### src/rtl/scale_nn_sel_pkg.sv
// Shared constants, coordinate type and step clamp for the nearest-neighbour
// down-scaling selector.
package scale_pkg;
  localparam int          FRAC_W   = 16;
  localparam int          COORD_W  = 16;
  localparam logic [31:0] STEP_ONE = 32'h0001_0000;

  // Coordinate half of a FIFO entry; the pixel field is added by the top,
  // since its width follows the DW parameter.
  typedef struct packed {
    logic [COORD_W-1:0] x;
    logic [COORD_W-1:0] y;
  } xy_t;

  // Steps below 1.0 would upscale; force them to 1:1.
  function automatic logic [31:0] clamp_step(input logic [31:0] s);
    return (s < STEP_ONE) ? STEP_ONE : s;
  endfunction
endpackage

### src/rtl/scale_nn_sel_sync_fifo.sv
// First-word fall-through synchronous FIFO with synchronous flush and count outputs.
module sync_fifo #(
  parameter int WIDTH = 32,
  parameter int DEPTH = 16,
  localparam int AW   = $clog2(DEPTH)
) (
  input  logic             clk,
  input  logic             rst_n,
  input  logic             flush,
  input  logic             push,
  input  logic [WIDTH-1:0] din,
  input  logic             pop,
  output logic [WIDTH-1:0] dout,
  output logic [AW:0]      count,
  output logic [AW:0]      count_next
);
  localparam logic [AW:0] FULL = (AW+1)'(DEPTH);

  logic [DEPTH-1:0][WIDTH-1:0] r_mem;
  logic [AW-1:0]               r_wr, r_rd;
  logic [AW:0]                 r_count;
  logic                        w_push, w_pop;

  // Flush wins over any same-cycle push or pop.
  assign w_push = push && !flush && (r_count != FULL);
  assign w_pop  = pop && !flush && (r_count != '0);

  always_comb begin
    count_next = r_count;
    if (flush)
      count_next = '0;
    else if (w_push && !w_pop)
      count_next = r_count + (AW+1)'(1);
    else if (!w_push && w_pop)
      count_next = r_count - (AW+1)'(1);
  end

  always_ff @(posedge clk or negedge rst_n) begin
    if (!rst_n) begin
      r_mem   <= '0;
      r_wr    <= '0;
      r_rd    <= '0;
      r_count <= '0;
    end else begin
      r_count <= count_next;
      if (flush) begin
        r_wr <= '0;
        r_rd <= '0;
      end else begin
        if (w_push) begin
          r_mem[r_wr] <= din;
          r_wr        <= r_wr + AW'(1);
        end
        if (w_pop)
          r_rd <= r_rd + AW'(1);
      end
    end
  end

  assign dout  = r_mem[r_rd];
  assign count = r_count;
endmodule

### src/rtl/scale_nn_sel.sv
// Nearest-neighbour down-scaling selector: Q16.16 step accumulators pick source
// pixels onto the output grid and queue them in a FWFT FIFO for the writer.
module scale_nn_sel
  import scale_pkg::*;
#(
  parameter int FIFO_DEPTH = 16,
  parameter int DW         = 16
) (
  input  logic               vin_clk,
  input  logic               rst_n,
  input  logic               frame_sync_n,
  input  logic               wr_valid,
  input  logic [COORD_W-1:0] vin_wr_x,
  input  logic [COORD_W-1:0] vin_wr_y,
  input  logic [DW-1:0]      vin_wr_dat,
  input  logic [COORD_W-1:0] vin_xres,
  input  logic [COORD_W-1:0] vin_yres,
  input  logic [COORD_W-1:0] vout_xres,
  input  logic [COORD_W-1:0] vout_yres,
  input  logic [31:0]        step_x,
  input  logic [31:0]        step_y,
  output logic               vout_ready,
  output logic               sc_valid,
  input  logic               sc_ready,
  output logic [COORD_W-1:0] sc_x,
  output logic [COORD_W-1:0] sc_y,
  output logic [DW-1:0]      sc_dat,
  output logic               frame_done
);
  localparam int          AW      = $clog2(FIFO_DEPTH);
  localparam logic [AW:0] DEPTH_C = (AW+1)'(FIFO_DEPTH);

  typedef struct packed {
    xy_t           xy;
    logic [DW-1:0] dat;
  } entry_t;

  logic [31:0]        r_acc_x, r_acc_y;
  logic [COORD_W-1:0] r_out_x, r_out_y;
  logic               r_vout_ready, r_frame_done;

  logic [31:0] w_step_x, w_step_y;
  logic        w_row_sel, w_pick, w_eol, w_last, w_pop;
  entry_t      w_din, w_head;
  logic [AW:0] w_count, w_cnt_next;

  assign w_step_x = clamp_step(step_x);
  assign w_step_y = clamp_step(step_y);

  assign w_row_sel = (vin_wr_y == r_acc_y[31:FRAC_W]) && (r_out_y < vout_yres)
                   && (vin_wr_y < vin_yres);
  assign w_pick    = wr_valid && w_row_sel && (vin_wr_x == r_acc_x[31:FRAC_W])
                   && (r_out_x < vout_xres);
  assign w_eol     = wr_valid && (vin_wr_x == vin_xres - 16'd1);
  assign w_last    = (r_out_x == vout_xres - 16'd1) && (r_out_y == vout_yres - 16'd1);

  always_ff @(posedge vin_clk or negedge rst_n) begin
    if (!rst_n) begin
      r_acc_x      <= '0;
      r_acc_y      <= '0;
      r_out_x      <= '0;
      r_out_y      <= '0;
      r_frame_done <= 1'b0;
    end else if (!frame_sync_n) begin
      r_acc_x      <= '0;
      r_acc_y      <= '0;
      r_out_x      <= '0;
      r_out_y      <= '0;
      r_frame_done <= 1'b0;
    end else begin
      r_frame_done <= w_pick && w_last;
      // Row end overrides the x advance of a same-cycle pick; the pick is
      // still pushed into the FIFO below.
      if (w_eol) begin
        r_acc_x <= '0;
        r_out_x <= '0;
        if (w_row_sel) begin
          r_out_y <= r_out_y + 16'd1;
          r_acc_y <= r_acc_y + w_step_y;
        end
      end else if (w_pick) begin
        r_out_x <= r_out_x + 16'd1;
        r_acc_x <= r_acc_x + w_step_x;
      end
    end
  end

  always_ff @(posedge vin_clk or negedge rst_n) begin
    if (!rst_n) r_vout_ready <= 1'b0;
    else        r_vout_ready <= (w_cnt_next < DEPTH_C);
  end

  assign w_din.xy.x = r_out_x;
  assign w_din.xy.y = r_out_y;
  assign w_din.dat  = vin_wr_dat;
  assign w_pop      = sc_valid && sc_ready;

  sync_fifo #(.WIDTH($bits(entry_t)), .DEPTH(FIFO_DEPTH)) u_fifo (
    .clk        (vin_clk),
    .rst_n      (rst_n),
    .flush      (!frame_sync_n),
    .push       (w_pick),
    .din        (w_din),
    .pop        (w_pop),
    .dout       (w_head),
    .count      (w_count),
    .count_next (w_cnt_next)
  );

  assign sc_valid   = (w_count != '0);
  assign sc_x       = w_head.xy.x;
  assign sc_y       = w_head.xy.y;
  assign sc_dat     = w_head.dat;
  assign vout_ready = r_vout_ready;
  assign frame_done = r_frame_done;
endmodule

### config.mk
export PLATFORM = sky130hd
export DESIGN_NAME = scale_nn_sel
export DESIGN_NICKNAME = d
export VERILOG_FILES = /design/src/rtl/scale_nn_sel_pkg.sv /design/src/rtl/scale_nn_sel_sync_fifo.sv /design/src/rtl/scale_nn_sel.sv
export SDC_FILE = /design/constraint.sdc
export NUM_CORES = 2
export LEC_CHECK = 0
export BUFFER_PORTS_ARGS = -buffer_cell sky130_fd_sc_hd__buf_4
export CAP_MARGIN = 20
export CELL_PAD_IN_SITES_DETAIL_PLACEMENT = 1
export CELL_PAD_IN_SITES_GLOBAL_PLACEMENT = 1
export CORE_MARGIN = 8
export CORE_UTILIZATION = 40
export CTS_CLUSTER_DIAMETER = 120
export DETAILED_ROUTE_END_ITERATION = 8
export GPL_ROUTABILITY_DRIVEN = 0
export HOLD_SLACK_MARGIN = 0.12
export PLACE_DENSITY = 0.75
export REMOVE_ABC_BUFFERS = 1
export SLEW_MARGIN = 15
export SYNTH_ARGS = -nofsm -noshare
export SYNTH_HDL_FRONTEND = slang
export SYNTH_SLANG_ARGS = --single-unit
### constraint.sdc
create_clock -name vin_clk -period 5.22 [get_ports vin_clk]
set_input_delay 1.305 -clock vin_clk [delete_from_list [all_inputs] [get_ports vin_clk]]
set_output_delay 1.305 -clock vin_clk [all_outputs]
set_load 0.1 [all_outputs]
# After elaboration in Yosys (flattened, before gate mapping)
# Index checks and enable logic that the tools add are counted.
# totals
regBits,879
latch_bits,0
ramBits,0
mem_bits_ro,0
in_bits,181
memories,0
# op_classes
add_sub_neg,11
n_mul,0
div,0
n_lt_le_gt_ge,9
n_eq_ne,11
n_shift,0
mux,27
bitwise_logic,0
n_reduce_logical,21
# op_table
op,n
bitwise mux 768 bit,1
2-to-1 mux 32 bit,8
binary-select mux 48 bit (select 4 bit),1
demux 48 bit (select 4 bit),1
2-to-1 mux 16 bit,6
2-to-1 mux 48 bit,2
equality test 16 bit,5
adder 32 bit,2
"< comparator 32 x 17 -> 1 bit, second input constant",2
< comparator 16 bit,3
"subtractor 16 x 1 -> 16 bit, second input constant",3
"adder 16 x 1 -> 16 bit, second input constant",2
logical AND 1 bit,16
2-to-1 mux 4 bit,4
2-to-1 mux 5 bit,3
"< comparator 4 x 5 -> 1 bit, second input constant",2
"adder 4 x 1 -> 4 bit, second input constant",2
"!= test 2 x 1 -> 1 bit, second input constant",4
"adder 5 x 1 -> 5 bit, second input constant",1
"< comparator 5 bit, second input constant",1
"!= test 5 bit, second input constant",1
nonzero test 5 bit,1
"subtractor 5 x 1 -> 5 bit, second input constant",1
"greater-or-equal comparator 4 x 1 -> 1 bit, second input constant",1
4 further kinds,6

# Depth between registers and ports, before layout
# depth
depth_word,14
depth_mapped,16

# Hierarchy
# Synthesis repeated with hierarchy kept, for this count alone.
# unflattened
cells_unflattened,3672
area_unflattened_um2,46961.3
# modules_own_cells
mod,n_inst,cells_each,area_per_inst_um2,seq_area_each_um2
sync_fifo,1,2380,36596.3,19543.7
scale_nn_sel,1,1292,10364.9,2452.4

# Worst setup path after synthesis
# Ideal clock, no wire load.
# synth_timing
path_kind,in2reg
from,in step_y[20]
to,reg r_acc_y[30]
setup_time_ns,0.135
arrival_ns,4.710
setup_slack_ns,0.375
stages,15
path_buffers,1
path_cell_list,nor4_1 > nand4_1 > clkbuf_1 > and2_1 > ha_1 > and4_1 > and3_1 > a221o_1 > a221o_1 > o31ai_2 > o21a_1 > a21oi_1 > a221oi_1 > xor2_1 > o22ai_1
# synth_via
elab_chain_cells,6
# synth_rtl
item,line,rtl
"start, declared",scale_nn_sel.sv:21,"input logic [31:0] step_y,"
< comparator 32 x 17 -> 1 bit,scale_nn_sel_pkg.sv:17,return (s < STEP_ONE) ? STEP_ONE : s;
2-to-1 mux 32 bit *,scale_nn_sel_pkg.sv:17,
adder 32 bit *,scale_nn_sel.sv:79,r_acc_y <= r_acc_y + w_step_y;
2-to-1 mux 32 bit *,scale_nn_sel.sv:77,if (w_row_sel) begin
2-to-1 mux 32 bit *,scale_nn_sel.sv:74,if (w_eol) begin
2-to-1 mux 32 bit *,scale_nn_sel.sv:64,end else if (!frame_sync_n) begin
"end signal, assigned",scale_nn_sel.sv:79,
"end, declared",scale_nn_sel.sv:38,"logic [31:0] r_acc_x, r_acc_y;"
# Mark *: on every way between the ends. The rest lies on a longest branch, timed or not. The select of a mux whose other input is x is not followed.
# A chain may end at the register's enable or synchronous reset.

# Worst setup path in the final report
# layout_timing
from,reg u_fifo.r_rd[2]
to,out sc_y[9]
# layout_via
elab_chain_cells,2
# layout_rtl
item,line,rtl
"start, declared",scale_nn_sel_sync_fifo.sv:20,"logic [AW-1:0] r_wr, r_rd;"
"start signal, assigned",scale_nn_sel_sync_fifo.sv:55,r_rd <= r_rd + AW'(1);
binary-select mux 48 bit (select 4 bit),scale_nn_sel_sync_fifo.sv:60,assign dout = r_mem[r_rd];
2-to-1 mux 48 bit (implied by the code),scale_nn_sel_sync_fifo.sv:60,
"end, declared",scale_nn_sel.sv:26,"output logic [COORD_W-1:0] sc_y,"
# Every way passes these cells. The select of a mux whose other input is x is not followed.

==> results <==
- After detailed routing, the average wire length per cell comes to 25.24 microns.
- The number of antenna violations at the first check in global routing was 17.
- Buffers placed on the I/O ports in this run total 231.
- The most used flip-flop cell after synthesis is sky130_fd_sc_hd__dfrtp_1.
- The combinational family with the most area after synthesis is multiplexers.
- Max-cap violations in this run came to 0.
- Static timing analysis puts the maximum clock frequency at 0.2097 GHz.
- The fraction of the yosys area taken by sequential cells is 47.76%.
- The share of the synthesized area in the top cell type is 47.76%.
- A synthesized cell averages 11.82 sq um.
- The final hold violation count was 0.
- The final-layout fill cell count is 11840.
- The worst setup path is launched from a register.
- The worst register-to-register path begins at r_out_x[14]$_DFFE_PN0P_.
- At the worst endpoint, the arrival time is 3460 ps.
- Setup repair after global routing left no endpoint under its margin.
- The post-CTS setup repair buffer count is 0.
- Setup violations remaining at the end of the flow were counted as 0.
- The number of standard cells after synthesis is 3897.
- The number of vias per cell is 5.778.
- Ranked by total cell area, the synthesized netlist is headed by sky130_fd_sc_hd__dfrtp_1 (48%), sky130_fd_sc_hd__mux2_2 (9.3%), sky130_fd_sc_hd__mux2_1 (9.2%), sky130_fd_sc_hd__mux4_2 (4.7%), sky130_fd_sc_hd__mux2i_1 (3.5%).
- The worst setup path is captured at a primary output.
- At the placement stage, the worst setup path has a slack of -15.52 ps.
- The aggregate global routing overflow is 0.
- The first detailed-routing pass ran for 7 iterations.
- The worst hold path begins at u_fifo.r_mem[690]$_DFFE_PN0P_.
- The time the worst path needs with I/O delays and setup is 4768 ps.
- The number of design-rule violations left by the first detailed-router iteration is 1868.
- The buffer depth of the longest clock path is 3.
- The first global-routing pass estimated 222200 microns of wire.
- The tightest hold path in the finished design has a slack of 476.6 ps.
- For this design, the CTS-stage hold fixing added 0 buffers.
- The routed via count is 32550.
- The slew at the pin closest to its max-slew limit is 1077 ps.
- Of the cells placed in the final design, the portion with a size suffix greater than 1 is 25.10%.
- The CTS buffer count is 99.
- CTS built an H-tree with a depth of 3.
- In this run the remaining antenna-violating nets after routing total 0.
- The min-delay analysis places its worst path in the category register to register.
- The height of the die is 355.3 microns.
- The multi-input combinational cells in the finished layout cover a total of 22780 sq um.
- Summing the areas of all and, or, nand and nor instances in the mapped netlist gives 7.273% of the synthesized area.
- The count of synthesis-stage warnings from yosys is 0.
- The critical setup path kind is register to primary output.
- The number of flops mapped to enable cells by yosys is 0.
- The final layout contains routed wiring with a total length of 142200 microns.
- The pin count of the biggest net entering global routing is 104.
- At the later pin of the worst-skew pair, clock insertion delay measures 710 ps.
- The total count of max-transition violations in the final report came to 0.
- The utilization after layout is 46.83%.
- The initial core utilization is 40.28%.
- The adder-cell share of the synthesized area is 3.374%.
- The worst pin sits at a relative slew slack of 28.21%.
- For this design the static power due to leakage is 0.02580 uW.
- The leading cell type in the layout, fill and taps excluded is sky130_fd_sc_hd__dfrtp_1.
- TritonCTS built the clock tree.
- The post-synthesis cell type count is 72.
- Power spread over the standard cell area amounts to 310.9 nW/um^2.
- The area growth from synthesis to layout is 16.26%.
- The parity-gate share of the synthesized area counting xor and xnor cells is 3.157%.
- At the end of the flow, the number of nets in the layout was 4331.
- sky130_fd_sc_hd__dfrtp_1 takes more of the synthesized area than any other cell.
- The count of clock tree sinks is 879.
- Once routing completed, OpenROAD measured the worst setup slack at 451.9 ps.
- The worst vdd rail ir drop is 0.2706 mV.
- Summing the areas of all compound-gate instances in the mapped netlist gives 8.512% of the synthesized area.
- In this run the horizontal extent of the chip is 355.3 microns.
- The data required time at the worst endpoint is 3910 ps.
- The area of all sequential standard cells is 22010 sq um.
- Pin placement for this block handled 232 I/O pins.
- The root buffer cell chosen for the clock tree is sky130_fd_sc_hd__clkbuf_16.
- In this run the core area contains 124 standard-cell rows.
- After synthesis, the share of flip-flops with an asynchronous set or reset is 100.0%.
- The register bit total from synthesis is 879.
- In the layout the commonest cells are sky130_fd_sc_hd__dfrtp_1 (875), sky130_fd_sc_hd__mux2_2 (379), sky130_fd_sc_hd__mux2_1 (378).
- The multiplexer fraction of the synthesized cell area is 26.66%.
- The number of global-route vias before repair is 36270.
- The run finished with clean final reports.
- The cell area after synthesis is 46050 sq um.
- After clock tree synthesis, the clock-pin slew on the worst setup and hold paths is 60 ps.
- The setup clock skew after layout is 95.93 ps.
- The post-cts resize count is 0.
- Across every metal layer, demand over resource in global routing totals 22.31%.
- The core outline area is 114300 sq um.
- In this run the worst path has a maximum fanout of 20.
- The floorplan step defined a die boundary enclosing 126200 sq um.
- The period utilization is 91.34%.
- Tracing the worst setup path back leads to its startpoint at u_fifo.r_rd[2]$_DFFE_PN0P_.
- In the routed design, unresolved DRC markers number 0.
- For the final routed database, the setup TNS stands at 0 ps.
- Once detailed placement completed, the half-perimeter wirelength came to 91290 microns.
## critical path: stages (launching register included)
cell and delay [ps]:
sky130_fd_sc_hd__dfrtp_2 810, sky130_fd_sc_hd__nand2b_1 620, sky130_fd_sc_hd__buf_4 390, sky130_fd_sc_hd__o21ai_0 230
sky130_fd_sc_hd__a21oi_1 100, sky130_fd_sc_hd__o21ai_0 260, sky130_fd_sc_hd__nand2_1 150, sky130_fd_sc_hd__buf_4 260
## layer usage
metal  wire, microns  up-vias  GRT usage, %  part of all wire (%)
met5              79        -             0                 0.056
met4            4203       12         6.822                   3.0
met3            8152      266         4.642                   5.7
met2           67630      799         36.68                    48
met1           62090    17100         29.64                    44
li1                -    14370             -                     -
## cells by family after synthesis
group,Yosys count
AO/OA/AOI/OAI,639
AND/OR/NAND/NOR,690
XOR/XNOR,166
flip-flops,879
adder cells (fa/ha/maj),123
multiplexers,1012
buffers and inverters,388
## cell type report
type,instances,area share (%)
Inverter,75,0.5258
Clock buffer,137,5.361
Sequential cell,879,41.10
Tap cell,1512,3.533
Antenna cell,9,0.04206
Timing Repair Buffer,342,5.557
Clock inverter,49,1.332
Multi-Input combinational cell,2630,42.54
## metrics by stage
step	power, uW	cells	instance area, sq um
floorplan	8376	3584	44830
CTS	16830	5624	53520
global placement	9216	5438	49940
finish	16640	5633	53540
detailed placement	9235	5438	49940
global route	17210	5624	53520
## worst paths after layout
path	slack [ps]	cells after the start	to
setup / recovery	450	7	sc_y[9]
hold reg to reg	480	2	u_fifo.r_mem[690]$_DFFE_PN0P_
min in group asynchronous	700	1	u_fifo.r_mem[172]$_DFFE_PN0P_
setup reg to reg	1000	12	u_fifo.r_mem[749]$_DFFE_PN0P_
hold / removal	480	2	u_fifo.r_mem[690]$_DFFE_PN0P_
max in group asynchronous	3410	2	u_fifo.r_rd[3]$_DFFE_PN0P_
## cell usage after synthesis, drive strengths merged, types with 20 or more instances
cell,count
nor3,46
nor2b,20
inv,75
xor2,73
nand2,245
a21oi,176
nor4,30
ha,121
mux2i,159
mux4,96
dfrtp,879
xnor2,93
mux2,757
a21o,39
o21ai,220
nand3,53
a221oi,50
nor2,132
and2,49
buf,61
nand4,31
a22oi,50
clkbuf,252
## state kept, by name (all words and copies together) (netlist names), 4 cells and up
name          cells
u_fifo.r_mem    768
r_acc_x          32
r_acc_y          32
r_out_x          16
r_out_y          16
u_fifo.count      5
u_fifo.r_rd       4
u_fifo.r_wr       4
## report_power, final
group	leakage (uW)	switching (uW)	internal [uW]	total, uW
logic	0.0118	1300	876	2170
clock network	0.00177	3040	4520	7560
registers	0.0123	71.1	6840	6910
(Power assumes the default switching activity.)
